==> src/rtl/p8_modsub_pipe.sv <==
// p8_modsub_pipe: two-stage modulo (2^WIDTH-1) adder/subtractor with cyclic prefix carry and valid/ready handshake
// Optional build macro: MODSUB_ZERO_NORM_EN (fold the all-ones zero code to 0x00)
module p8_modsub_pipe #(
   parameter int WIDTH = 8
) (
   input  logic             clk,
   input  logic             rst_n,
   input  logic             in_valid,
   output logic             in_ready,
   input  logic [WIDTH-1:0] in_a,
   input  logic [WIDTH-1:0] in_b,
   input  logic             in_op,
   output logic             out_valid,
   input  logic             out_ready,
   output logic [WIDTH-1:0] out_res,
   output logic             out_zero
);
   localparam int L = $clog2(WIDTH);

   logic             s1_v, s2_v, s1_adv, s2_adv;
   logic [WIDTH-1:0] s1_g, s1_p, s1_x, b_eff, gc, pc, res, res_n;
   logic             zero_n;

   function automatic logic [WIDTH-1:0] rotl(input logic [WIDTH-1:0] v, input int d);
      return (v << d) | (v >> (WIDTH - d));
   endfunction

   assign b_eff     = in_op ? ~in_b : in_b;
   assign s2_adv    = !s2_v || out_ready;
   assign s1_adv    = !s1_v || s2_adv;
   assign in_ready  = s1_adv;
   assign out_valid = s2_v;

   // cyclic Kogge-Stone carry network; wrapping the span folds the end-around carry in
   always_comb begin
      gc = s1_g;
      pc = s1_p;
      for (int k = 0; k < L; k++) begin
         gc = gc | (pc & rotl(gc, 1 << k));
         pc = pc & rotl(pc, 1 << k);
      end
      res = s1_x ^ rotl(gc, 1);
   end

`ifdef MODSUB_ZERO_NORM_EN
   // negative zero is folded to 0x00 so only one zero code leaves the block
   always_comb begin
      res_n  = (&res) ? '0 : res;
      zero_n = (res_n == '0);
   end
`else
   // both zero codes pass through and are flagged
   always_comb begin
      res_n  = res;
      zero_n = (res == '0) || (&res);
   end
`endif

   // stage 1: operand capture as generate/propagate/half-sum
   always_ff @(posedge clk or negedge rst_n) begin
      if (!rst_n) begin
         s1_v <= 1'b0;
         s1_g <= '0;
         s1_p <= '0;
         s1_x <= '0;
      end else if (s1_adv) begin
         s1_v <= in_valid;
         if (in_valid) begin
            s1_g <= in_a & b_eff;
            s1_p <= in_a | b_eff;
            s1_x <= in_a ^ b_eff;
         end
      end
   end

   // stage 2: result register, held while the consumer stalls
   always_ff @(posedge clk or negedge rst_n) begin
      if (!rst_n) begin
         s2_v     <= 1'b0;
         out_res  <= '0;
         out_zero <= 1'b0;
      end else if (s2_adv) begin
         s2_v <= s1_v;
         if (s1_v) begin
            out_res  <= res_n;
            out_zero <= zero_n;
         end
      end
   end
endmodule

==> config.mk <==
export PLATFORM = sky130hd
export DESIGN_NAME = p8_modsub_pipe
export DESIGN_NICKNAME = d
export VERILOG_FILES = /design/src/rtl/p8_modsub_pipe.sv
export SDC_FILE = /design/constraint.sdc
export NUM_CORES = 1
export LEC_CHECK = 0
export BUFFER_PORTS_ARGS = -buffer_cell sky130_fd_sc_hd__buf_2
export CAP_MARGIN = 20
export CELL_PAD_IN_SITES_DETAIL_PLACEMENT = 1
export CELL_PAD_IN_SITES_GLOBAL_PLACEMENT = 2
export CORE_MARGIN = 5
export CORE_UTILIZATION = 36
export CTS_CLUSTER_DIAMETER = 100
export DETAILED_ROUTE_END_ITERATION = 8
export PLACE_DENSITY = 0.77
export REMOVE_ABC_BUFFERS = 1
export SYNTH_ARGS = -nofsm -noshare
export SYNTH_HDL_FRONTEND = slang
export SYNTH_SLANG_ARGS = --single-unit
==> constraint.sdc <==
create_clock -name clk -period 2.1 [get_ports clk]
set_input_delay 0.315 -clock clk [delete_from_list [all_inputs] [get_ports clk]]
set_output_delay 0.315 -clock clk [all_outputs]
set_load 0.01 [all_outputs]
# Word level (Yosys, flattened, before mapping)
# Index checks and enable logic that the tools add are counted.
[op_classes]
addsub = 0
mul = 0
n_div = 0
order_cmp = 0
n_eq_ne = 0
shift = 0
muxes = 1
n_bitwise = 19
reduce_logical = 9
[op_table]
columns = ["cell", "count"]
rows = [
  ["8-bit bitwise AND", 6],
  ["8-bit bitwise OR", 4],
  ["8-bit by 1-bit bitwise OR with 8-bit output", 3],
  ["8-bit by 2-bit bitwise OR with 8-bit output", 2],
  ["8-bit bitwise XOR", 2],
  ["8-bit zero test", 1],
  ["8-bit 2-to-1 mux", 1],
  ["8-bit inverter", 1],
  ["8-bit by 4-bit bitwise OR with 8-bit output", 1],
  ["8-bit AND reduction", 1],
  ["2-bit AND reduction", 2],
  ["1-bit logical OR", 3],
  ["1-bit zero test", 2],
]
[totals]
ff_bits = 35
latch_bits = 0
ram_bits = 0
rom_bits = 0
inputBits = 21
out_inout_bits = 11
word_cells = 36
mem_count = 0

# Depth between registers and ports, before layout
# Gate-level depths: netlist (run 1).
[depth]
depth_word = 13
mapped_depth = 6
ltp_nobuf = 6

# Least setup slack after synthesis (run 1)
# OpenSTA, ideal clock, no wires.
[synth_timing]
path_kind = "register to register"
start = "register s1_p[6]"
end = "register out_zero"
setup_time_ns = 0.084
t_arrival_ns = 1.801
required_time_ns = 2.016
path_slack_ns = 0.216
stages_incl_launch_ff = 7
n_path_buf = 0
period_less_slack_ns = 1.884
cell_sequence = "dfrtp_1 > and2_4 > and3_1 > a211oi_2 > o22ai_1 > or4_1 > a41oi_2"
[synth_via]
elab_chain_cells = 12
elab_cells_between_ends = 17
cone_classes = "bitwise: 14; reduce/logical: 3"
[synth_rtl]
columns = ["element", "line", "source"]
rows = [
  ["start, declared", "21", "logic [WIDTH-1:0] s1_g, s1_p, s1_x, b_eff, gc, pc, res, res_n;"],
  ["start signal, assigned", "70", "s1_p <= in_a | b_eff;"],
  ["8-bit bitwise AND", "39", "gc = gc | (pc & rotl(gc, 1 << k));"],
  ["8-bit bitwise OR", "39", ""],
  ["8-bit by 2-bit bitwise OR with 8-bit output", "25", "return (v << d) | (v >> (WIDTH - d));"],
  ["8-bit bitwise AND", "39", ""],
  ["8-bit bitwise OR", "39", ""],
  ["8-bit by 4-bit bitwise OR with 8-bit output", "25", ""],
  ["8-bit bitwise AND", "39", ""],
  ["8-bit bitwise OR (*)", "39", ""],
  ["8-bit by 1-bit bitwise OR with 8-bit output (*)", "25", ""],
  ["8-bit bitwise XOR (*)", "42", "res = s1_x ^ rotl(gc, 1);"],
  ["8-bit zero test or 8-bit AND reduction (tied branches)", "55", "zero_n = (res == '0) || (&res);"],
  ["1-bit logical OR (*)", "55", ""],
  ["end signal, assigned", "86", "out_zero <= zero_n;"],
  ["end, declared", "16", "output logic out_zero"],
]
# Every way passes the cells marked *; elsewhere a longest branch is shown, timed or not.
# A chain may end at the register's enable or synchronous reset.

# Worst setup path after layout (run 1)
[layout_timing]
start = "register s1_p[5]"
end = "register out_zero"
# The elaborated chain is that of the path after synthesis.

==> results of run 1 <==
==> metal layers <==
| layer | vias up | GRT usage (%) | routed length, um |
|---|---|---|---|
| met5 | - | 0 | 0 |
| met4 | 0 | 5.10 | 113 |
| met3 | 7 | 3.88 | 164 |
| met2 | 24 | 24.2 | 2670 |
| met1 | 835 | 17.9 | 2300 |
| li1 | 837 | - | - |
==> registers in the layout, summed over array words and instances (netlist names) <==
register,count
out_res,8
out_valid,1
out_zero,1
s1_g,8
s1_p,8
s1_v,1
s1_x,8
==> Yosys cell counts (3+ instances only) <==
| library cell | number | area [um^2] |
|---|---|---|
| a22o_2 | 8 | 80.1 |
| a211oi_1 | 4 | 30.0 |
| a211oi_2 | 3 | 37.5 |
| o21ai_0 | 8 | 40.0 |
| o21ai_1 | 3 | 15.0 |
| nor4_1 | 4 | 25.0 |
| o21ai_2 | 5 | 43.8 |
| inv_1 | 18 | 67.6 |
| a21oi_1 | 4 | 20.0 |
| a21oi_2 | 5 | 43.8 |
| ha_1 | 16 | 200 |
| o31ai_1 | 8 | 60.1 |
| nand2_1 | 25 | 93.8 |
| mux2_2 | 16 | 180 |
| xor2_1 | 8 | 70.1 |
| o22ai_1 | 4 | 25.0 |
| clkbuf_1 | 3 | 11.3 |
| and4_2 | 4 | 40.0 |
| dfrtp_1 | 35 | 876 |
==> kinds of logic (layout without fill, tap and decap cells) <==
kind of cell	Yosys count	in the layout	share of synthesized area, %
AOI/OAI and AO/OA	54	54	20.0
and+or+nand+nor	53	53	13.6
DFF	35	35	41.1
buffers and inverters	23	72	4.05
adders and majority gates	16	16	9.40
muxes	16	16	8.46
xor gates and xnor gates	8	8	3.29
==> through the flow <==
step,setup WS [ps],std cells
6_report,64.7,329
5_1_grt,-35.5,329
4_1_cts,0.767,324
3_5_place_dp,-95.0,315
3_3_place_gp,-28.0,315
2_1_floorplan,216,200
==> critical path: stages, from the launching register on <==
cell and delay, ps:
dfrtp_2 460, a21oi_4 230, o21ai_4 120, a311oi_2 330, o22ai_1 140, or4_4 490, a41oi_2 180
==> where the power goes <==
group          switching (mW)  internal, mW
clock network           0.251         0.233
logic                   0.454         0.443
registers               0.183         0.826
total                   0.888          1.50
==> worst min path at each step <==
| stage | from | end | slack, ps | cells after the start |
|---|---|---|---|---|
| detailed placement | rst_n | out_res[4] | 460 | 1 |
| finish | rst_n | out_res[2] | 110 | 1 |
| CTS | rst_n | out_res[2] | 140 | 1 |
| global route | rst_n | out_res[2] | 180 | 1 |
| floorplan | rst_n | out_res[0] | 20 | 0 |
| global placement | rst_n | out_res[4] | 450 | 1 |
==> cell type report <==
class                           count  area [um^2]  share of cell area [%]
Clock buffer                        7         76.3                    2.84
Inverter                           18         67.6                    2.51
Sequential cell                    35          888                    33.1
Timing Repair Buffer               46          268                    9.96
Multi-Input combinational cell    147         1290                    48.0
Clock inverter                      1         5.00                   0.186
Tap cell                           75         93.8                    3.49
==> what timing repair did <==
item                       in CTS  in global routing
pin swaps                       3                 14
buffers inserted                1                  5
gates resized for setup         6                 25
setup endpoints to repair       1                  1
==> results.toml, run 1 <==
[routing]
num_vias = 1703
vias_per_cell = 5.18
drtPass1Iterations = 4
drc = 0
drtIter0Drc = 49
ant_nets = 0
wl_per_cell_um = 16.0
wirelength_um = 5260

[clock_network]
cts_tree = "done"
clk_pin_slew_ps = 70
numCtsBuffers = 5
max-clock-path-buffers = 2
cts.sinks = 35
ctsHtreeMaxLevel = 2
root_buffer = "clkbuf_8"
hold_buffers = 0
clk-insertion-delay-late_ps = 300

[worst_setup_path]
crit_end = "out_zero"
crit_path_start_kind = "flip-flop"
rrSetupSlack_ps = 60
timing.rr.start = "s1_p[5]"
endpoint_kind = "flip-flop"
reg2regPathDepth = 6
required_ps = 2320
startpoint = "s1_p[5]"
path_max_fanout = 6
critPathKind = "flip-flop to flip-flop"
r2r-end = "out_zero"
arrival_ps = 2250

[finish]
fin_nets = 290
final_common_cell = "buf_2"
antennaDiodeCount = 0
final_util_pct = 45.9
final_cell_mix = "31 x buf_2, 25 x nand2_1, 25 x dfrtp_1"
fillers = 663
synthToLayoutAreaGrowth_pct = 26.2
fin_area_mm2 = 0.00269
drive_above_1_share_pct = 47.6

[global_route]
grt_max_degree = 36
grt_util_all_layers_pct = 14.5
grt_pass1_wl_um = 8430
grt_pass1_vias = 1688
antenna_found_initial = 0
grt.overflow.total = 0

[synth]
synth_area_mm2 = 0.00213
synth-async-reset-ratio_pct = 100
ys.warnings.count = 0
netlist_instances = 205
synth_flop_cell = "dfrtp_1"
synth-seq-cells = 35
synth_cell_types = 36
synth_edf_count = 0
yosysSeqAreaShare_pct = 41.1
syn_area_per_cell_um2 = 10.4

[floorplanning]
die_w_um = 86.9
core_mm2 = 0.00585
die_h_um = 86.9
row_count = 28
io_pins = 32
start_util_pct = 36.4
dieArea_mm2 = 0.00755

[flow_run]
cap_violations = 0

[power]
power.total_mw = 2.39
ir_drop_v = 0.000324
p_leak_nw = 1.24
powerDensity_mw_per_mm2 = 889

[sta]
fin_setup_tns_ps = 0
setup_viol = 0
hold_viol_final = 0
fin_crit_ps = 2040
drv_slew = 0
max_slew.worst_pin.slew_ps = 813
holdWs_ps = 112
fin_worst_skew_ps = 7.74
slew_headroom_pct = 45.8
timing.fmax_mhz = 491
fin_crit_sh_pct = 96.9

[placement]
dp_hpwl_um = 3830
placed_cell_area_mm2 = 0.00243
port_buffers = 31
gp_congestion = 0.850

[run_status]
status = "complete, no violations"

[hold_path]
hold_class = "input pin to async pin"
(Power assumes the default switching activity.)
==> run 2: changes to the inputs <==
--- a/config.mk
+++ b/config.mk
@@ -9,7 +9,7 @@
 export CAP_MARGIN = 20
 export CELL_PAD_IN_SITES_DETAIL_PLACEMENT = 1
 export CELL_PAD_IN_SITES_GLOBAL_PLACEMENT = 2
-export CORE_MARGIN = 5
+export CORE_MARGIN = 3
 export CORE_UTILIZATION = 36
 export CTS_CLUSTER_DIAMETER = 100
 export DETAILED_ROUTE_END_ITERATION = 8
==> run 2 against run 1 <==
  * Combinational power is 8.9% lower
  * Wire length shrank 8.2%
  * Sequential share of layout area is 1.3 points higher
  * Design area fell by 4.6%
  * Count of clock-buffer cells in the layout fell by 1
  * Sequential power hardly changed
  * Die area fell by 9.0%
  * Global-route usage barely moved
  * Hold slack got worse by 11 ps
  * Fmax rose by 0.59%
==> results.toml, run 2 (synthesized netlist as in run 1, its figures left out) <==
[sta]
drv_slew = 0
slew_headroom_pct = 48.9
fin_crit_ps = 2020
fin_worst_skew_ps = 4.18
fin_crit_sh_pct = 96.4
max_slew.worst_pin.slew_ps = 767
hold_viol_final = 0
setup_viol = 0
timing.fmax_mhz = 494

[clock_network]
cts.sinks = 35
max-clock-path-buffers = 2
root_buffer = "clkbuf_8"
clk_pin_slew_ps = 70
hold_buffers = 0
cts_tree = "done"
clk-insertion-delay-late_ps = 280
numCtsBuffers = 5
ctsHtreeMaxLevel = 2

[global_route]
grt_max_degree = 36
grt.overflow.total = 0
antenna_found_initial = 0
grt_util_all_layers_pct = 14.5
grt_pass1_wl_um = 8250
grt_pass1_vias = 1728

[power]
power.total_mw = 2.29
p_leak_nw = 1.21
ir_drop_v = 0.000335
powerDensity_mw_per_mm2 = 895

[finish]
synthToLayoutAreaGrowth_pct = 20.4
antennaDiodeCount = 0
fin_nets = 286
fillers = 680
final_cells = 321
drive_above_1_share_pct = 43.8
final_cell_mix = "31 x buf_2, 31 x dfrtp_1, 25 x nand2_1"

[floorplanning]
dieArea_mm2 = 0.00687
start_util_pct = 38.0
row_count = 27
die_h_um = 82.9
core_mm2 = 0.00561
die_w_um = 82.9
io_pins = 32

[placement]
dp_hpwl_um = 3800
dp.cells = 311
port_buffers = 31
gp_congestion = 0.839

[worst_setup_path]
required_ps = 2300
path_max_fanout = 7
arrival_ps = 2230
endpoint_kind = "flip-flop"
critPathKind = "flip-flop to flip-flop"
crit_path_start_kind = "flip-flop"

[routing]
drtIter0Drc = 43
vias_per_cell = 5.17
num_vias = 1659
wl_per_cell_um = 15.0
drc = 0
ant_nets = 0
wirelength_um = 4820
drtPass1Iterations = 3

[flow_run]
cap_violations = 0

[hold_path]
hold_class = "input pin to async pin"

[run_status]
status = "complete, no violations"
run 2: cell types whose count changed in the layout (fill, tap and decap cells not counted), sizes merged:
cell and change:
buf -4, clkbuf -1
run 2: area by class of cell:
type | instances | area (um^2) | area share (%)
sequential | 35 | 881 | 34.4
clock buffer | 6 | 82.6 | 3.22
timing repair buffer | 42 | 238 | 9.27
clock inverter | 1 | 5.00 | 0.195
tap | 72 | 90.1 | 3.51
multi-input combinational | 147 | 1200 | 46.8
inverter | 18 | 67.6 | 2.64
run 2: timing repair:
action / 4_1_cts / 5_1_grt
gates resized for setup: 3 / 9
pin swaps: 1 / 5
setup endpoints to repair: 1 / 1
gates cloned: 0 / 0
setup buffers: 0 / 3
run 2: power breakdown:
group	internal (mW)	switching, mW
Combinational	0.395	0.421
Sequential	0.823	0.162
Clock	0.257	0.234
run 2: worst paths after layout:
path,slack (ps),cells after the start,to,startpoint
worst max-delay path,80,6,out_zero,s1_p[7]
worst min-delay path,100,1,out_res[4],rst_n
worst max register to register,80,6,out_zero,s1_p[7]
worst min register to register,480,2,out_res[1],out_res[1]
max in group asynchronous,1460,1,s1_p[7],rst_n
min in group clk,240,2,s1_v,in_valid
run 2: routing by layer:
metal | routed length (um) | up-vias | global-route usage (%)
met3 | 183 | 3 | 3.67
li1 | - | 827 | -
met5 | 0 | - | 0
met2 | 2350 | 25 | 24.8
met1 | 2260 | 804 | 18.6
met4 | 27 | 0 | 2.67
run 2: critical path, cell delays in order (launching register included):
cell and delay, ps:
dfrtp_2 460, a21oi_2 220, o21ai_2 140, a211oi_2 280, o22ai_1 130, or4_1 510
a41oi_2 210
run 2: metrics by stage:
| stage | TNS (ps) | hold slack, ps | utilization, % | area (um^2) | setup slack [ps] |
|---|---|---|---|---|---|
| CTS | 0 | 140 | 44.9 | 2520 | 2.35 |
| floorplan | 0 | 19.4 | - | 2110 | 216 |
| global route | -43.6 | 167 | 45.7 | 2560 | -43.6 |
| global placement | -27.0 | 439 | 43.1 | 2420 | -27.0 |
| detailed placement | -25.5 | 451 | 43.1 | 2420 | -25.5 |
| finish | 0 | 101 | 45.7 | 2560 | 76.6 |
==> run 3: changes to the inputs <==
--- a/config.mk
+++ b/config.mk
@@ -10,10 +10,11 @@
 export CELL_PAD_IN_SITES_DETAIL_PLACEMENT = 1
 export CELL_PAD_IN_SITES_GLOBAL_PLACEMENT = 2
 export CORE_MARGIN = 3
-export CORE_UTILIZATION = 36
+export CORE_UTILIZATION = 39
 export CTS_CLUSTER_DIAMETER = 100
 export DETAILED_ROUTE_END_ITERATION = 8
-export PLACE_DENSITY = 0.77
+export PLACE_DENSITY = 0.82
+export RECOVER_POWER = 100
 export REMOVE_ABC_BUFFERS = 1
 export SYNTH_ARGS = -nofsm -noshare
 export SYNTH_HDL_FRONTEND = slang
==> constraint.sdc (replaced) <==
create_clock -name clk -period 2.5 [get_ports clk]
set_input_delay 0.375 -clock clk [delete_from_list [all_inputs] [get_ports clk]]
set_output_delay 0.375 -clock clk [all_outputs]
set_load 0.01 [all_outputs]
==> run 3 against run 2 <==
  * The run now ends with capacitance limit, slew limit left
  * Wire length fell by 0.44%
  * Power fell by 22%
  * Worst setup slack better by 87 ps
  * Clock power is 23% lower
  * Sequential share of layout area is 2.0 points higher
  * Global-route usage increased by 1.8 points
  * Sequential power shrank 17%
==> results.toml, run 3 (synthesized netlist as in run 1, its figures left out) <==
[routing]
ant_nets = 0
drc = 0
drtPass1Iterations = 4
num_vias = 1629
vias_per_cell = 5.29
wl_per_cell_um = 15.6
drtIter0Drc = 55
wirelength_um = 4800

[power]
power.total_mw = 1.79
intPower_mw = 1.13
p_clk_share_pct = 21.3
ir_drop_v = 0.000329
p_sw_uw = 656
power_frac_comb_pct = 32.9
swShare_pct = 36.7
powerDensity_mw_per_mm2 = 741
p_leak_nw = 1.11
p_seq_share_pct = 45.7

[worst_setup_path]
crit_path_start_kind = "flip-flop"
startpoint = "s1_p[2]"
timing.rr.start = "s1_p[2]"
critPathKind = "flip-flop to flip-flop"
required_ps = 2710
rrSetupSlack_ps = 160
arrival_ps = 2550
endpoint_kind = "flip-flop"
crit_end = "out_zero"
r2r-end = "out_zero"
reg2regPathDepth = 6
path_max_fanout = 8

[global_route]
grt_util_met3_pct = 5.30
antenna_found_initial = 0
grt_util_all_layers_pct = 16.3
grt_max_degree = 36
grt.busiest_layer = "met2"
grt_use_met1_pct = 21.1
grt.overflow.total = 0
grtUsageMet2_pct = 26.0
grt_pass1_wl_um = 7950
grt_pass1_vias = 1572

[sta]
fin_crit_sh_pct = 93.4
setup_viol = 0
max_slew.worst_pin.slew_ps = 1900
fin_setup_tns_ps = 0
rsz0062_at_grt = "no"
fin_crit_ps = 2340
slew_headroom_pct = -26.9
hold_viol_final = 0
timing.fmax_mhz = 428
drv_slew = 36
fin_worst_skew_ps = 3.23

[clock_network]
ctsHtreeMaxLevel = 2
cts.sinks = 35
max-clock-path-buffers = 2
hold_buffers = 0
cts_resized = 0
clk_pin_slew_ps = 70
root_buffer = "clkbuf_8"
cts_tree = "done"
numCtsBuffers = 5
cts_setup_buffers = 0
clk-insertion-delay-late_ps = 290

[finish]
final_common_cell = "dfrtp_1"
final_cell_mix = "35 x dfrtp_1, 25 x nand2_1, 19 x buf_2"
synthToLayoutAreaGrowth_pct = 13.2
drive_above_1_share_pct = 29.8
final_cells = 308
fillers = 605
antennaDiodeCount = 0
fin_nets = 276

[floorplanning]
start_util_pct = 40.9
dieArea_mm2 = 0.00638
die_w_um = 79.9
core_mm2 = 0.00520
die_h_um = 79.9
row_count = 26
io_pins = 32

[placement]
dp.cells = 302
gp_congestion = 0.902
dp_hpwl_um = 3700
port_buffers = 31

[flow_run]
cap_violations = 1

[run_status]
status = "complete, but fails checks"
violations = "capacitance limit, slew limit"

[hold_path]
hold_class = "input pin to flip-flop"
min_path_cells = 2
[run 3: layer usage]
metal  routed length (um)  up-vias
li1                     -      808
met3                  207        9
met1                 2280      787
met5                    0        -
met4                   66        0
met2                 2250       25
[run 3: layout make-up]
cell class	count	area (um^2)	area share, %
Tap cell	70	87.6	3.63
Sequential cell	35	876	36.3
Clock buffer	6	72.6	3.01
Timing Repair Buffer	32	144	5.97
Inverter	18	67.6	2.80
Multi-Input combinational cell	147	1160	48.3
[run 3: worst min path at each step]
stage	to	startpoint	slack (ps)
2_1_floorplan	out_res[0]	rst_n	80
3_3_place_gp	out_res[3]	out_res[3]	460
3_5_place_dp	out_res[4]	out_res[4]	460
4_1_cts	out_res[1]	rst_n	190
5_1_grt	s1_v	in_valid	300
6_report	s1_v	in_valid	290
[run 3: power by group through the flow]
stage	Combinational, mW	Sequential (mW)	Clock (mW)
2_1_floorplan	0.402	0.817	0
3_3_place_gp	0.598	0.821	0
3_5_place_dp	0.610	0.829	0
4_1_cts	0.614	0.818	0.391
5_1_grt	0.665	0.838	0.423
6_report	0.588	0.817	0.381
[run 3: metrics by stage]
stage	hold WS (ps)	utilization, %	worst slack [ps]	area [um^2]
after detailed placement	463	45.4	287	2360
after global routing	297	46.3	31.0	2410
final	295	46.3	164	2410
after global placement	459	45.4	320	2360
after floorplan	79.4	-	616	2110
after CTS	190	46.8	225	2430
[run 3: critical path, cell delays in order, from the launching register on]
cell and delay (ps):
dfrtp_1 460, a21oi_1 230, o21ai_0 280, a211oi_1 490, o22ai_1 160, or4_1 450, a41oi_2 200
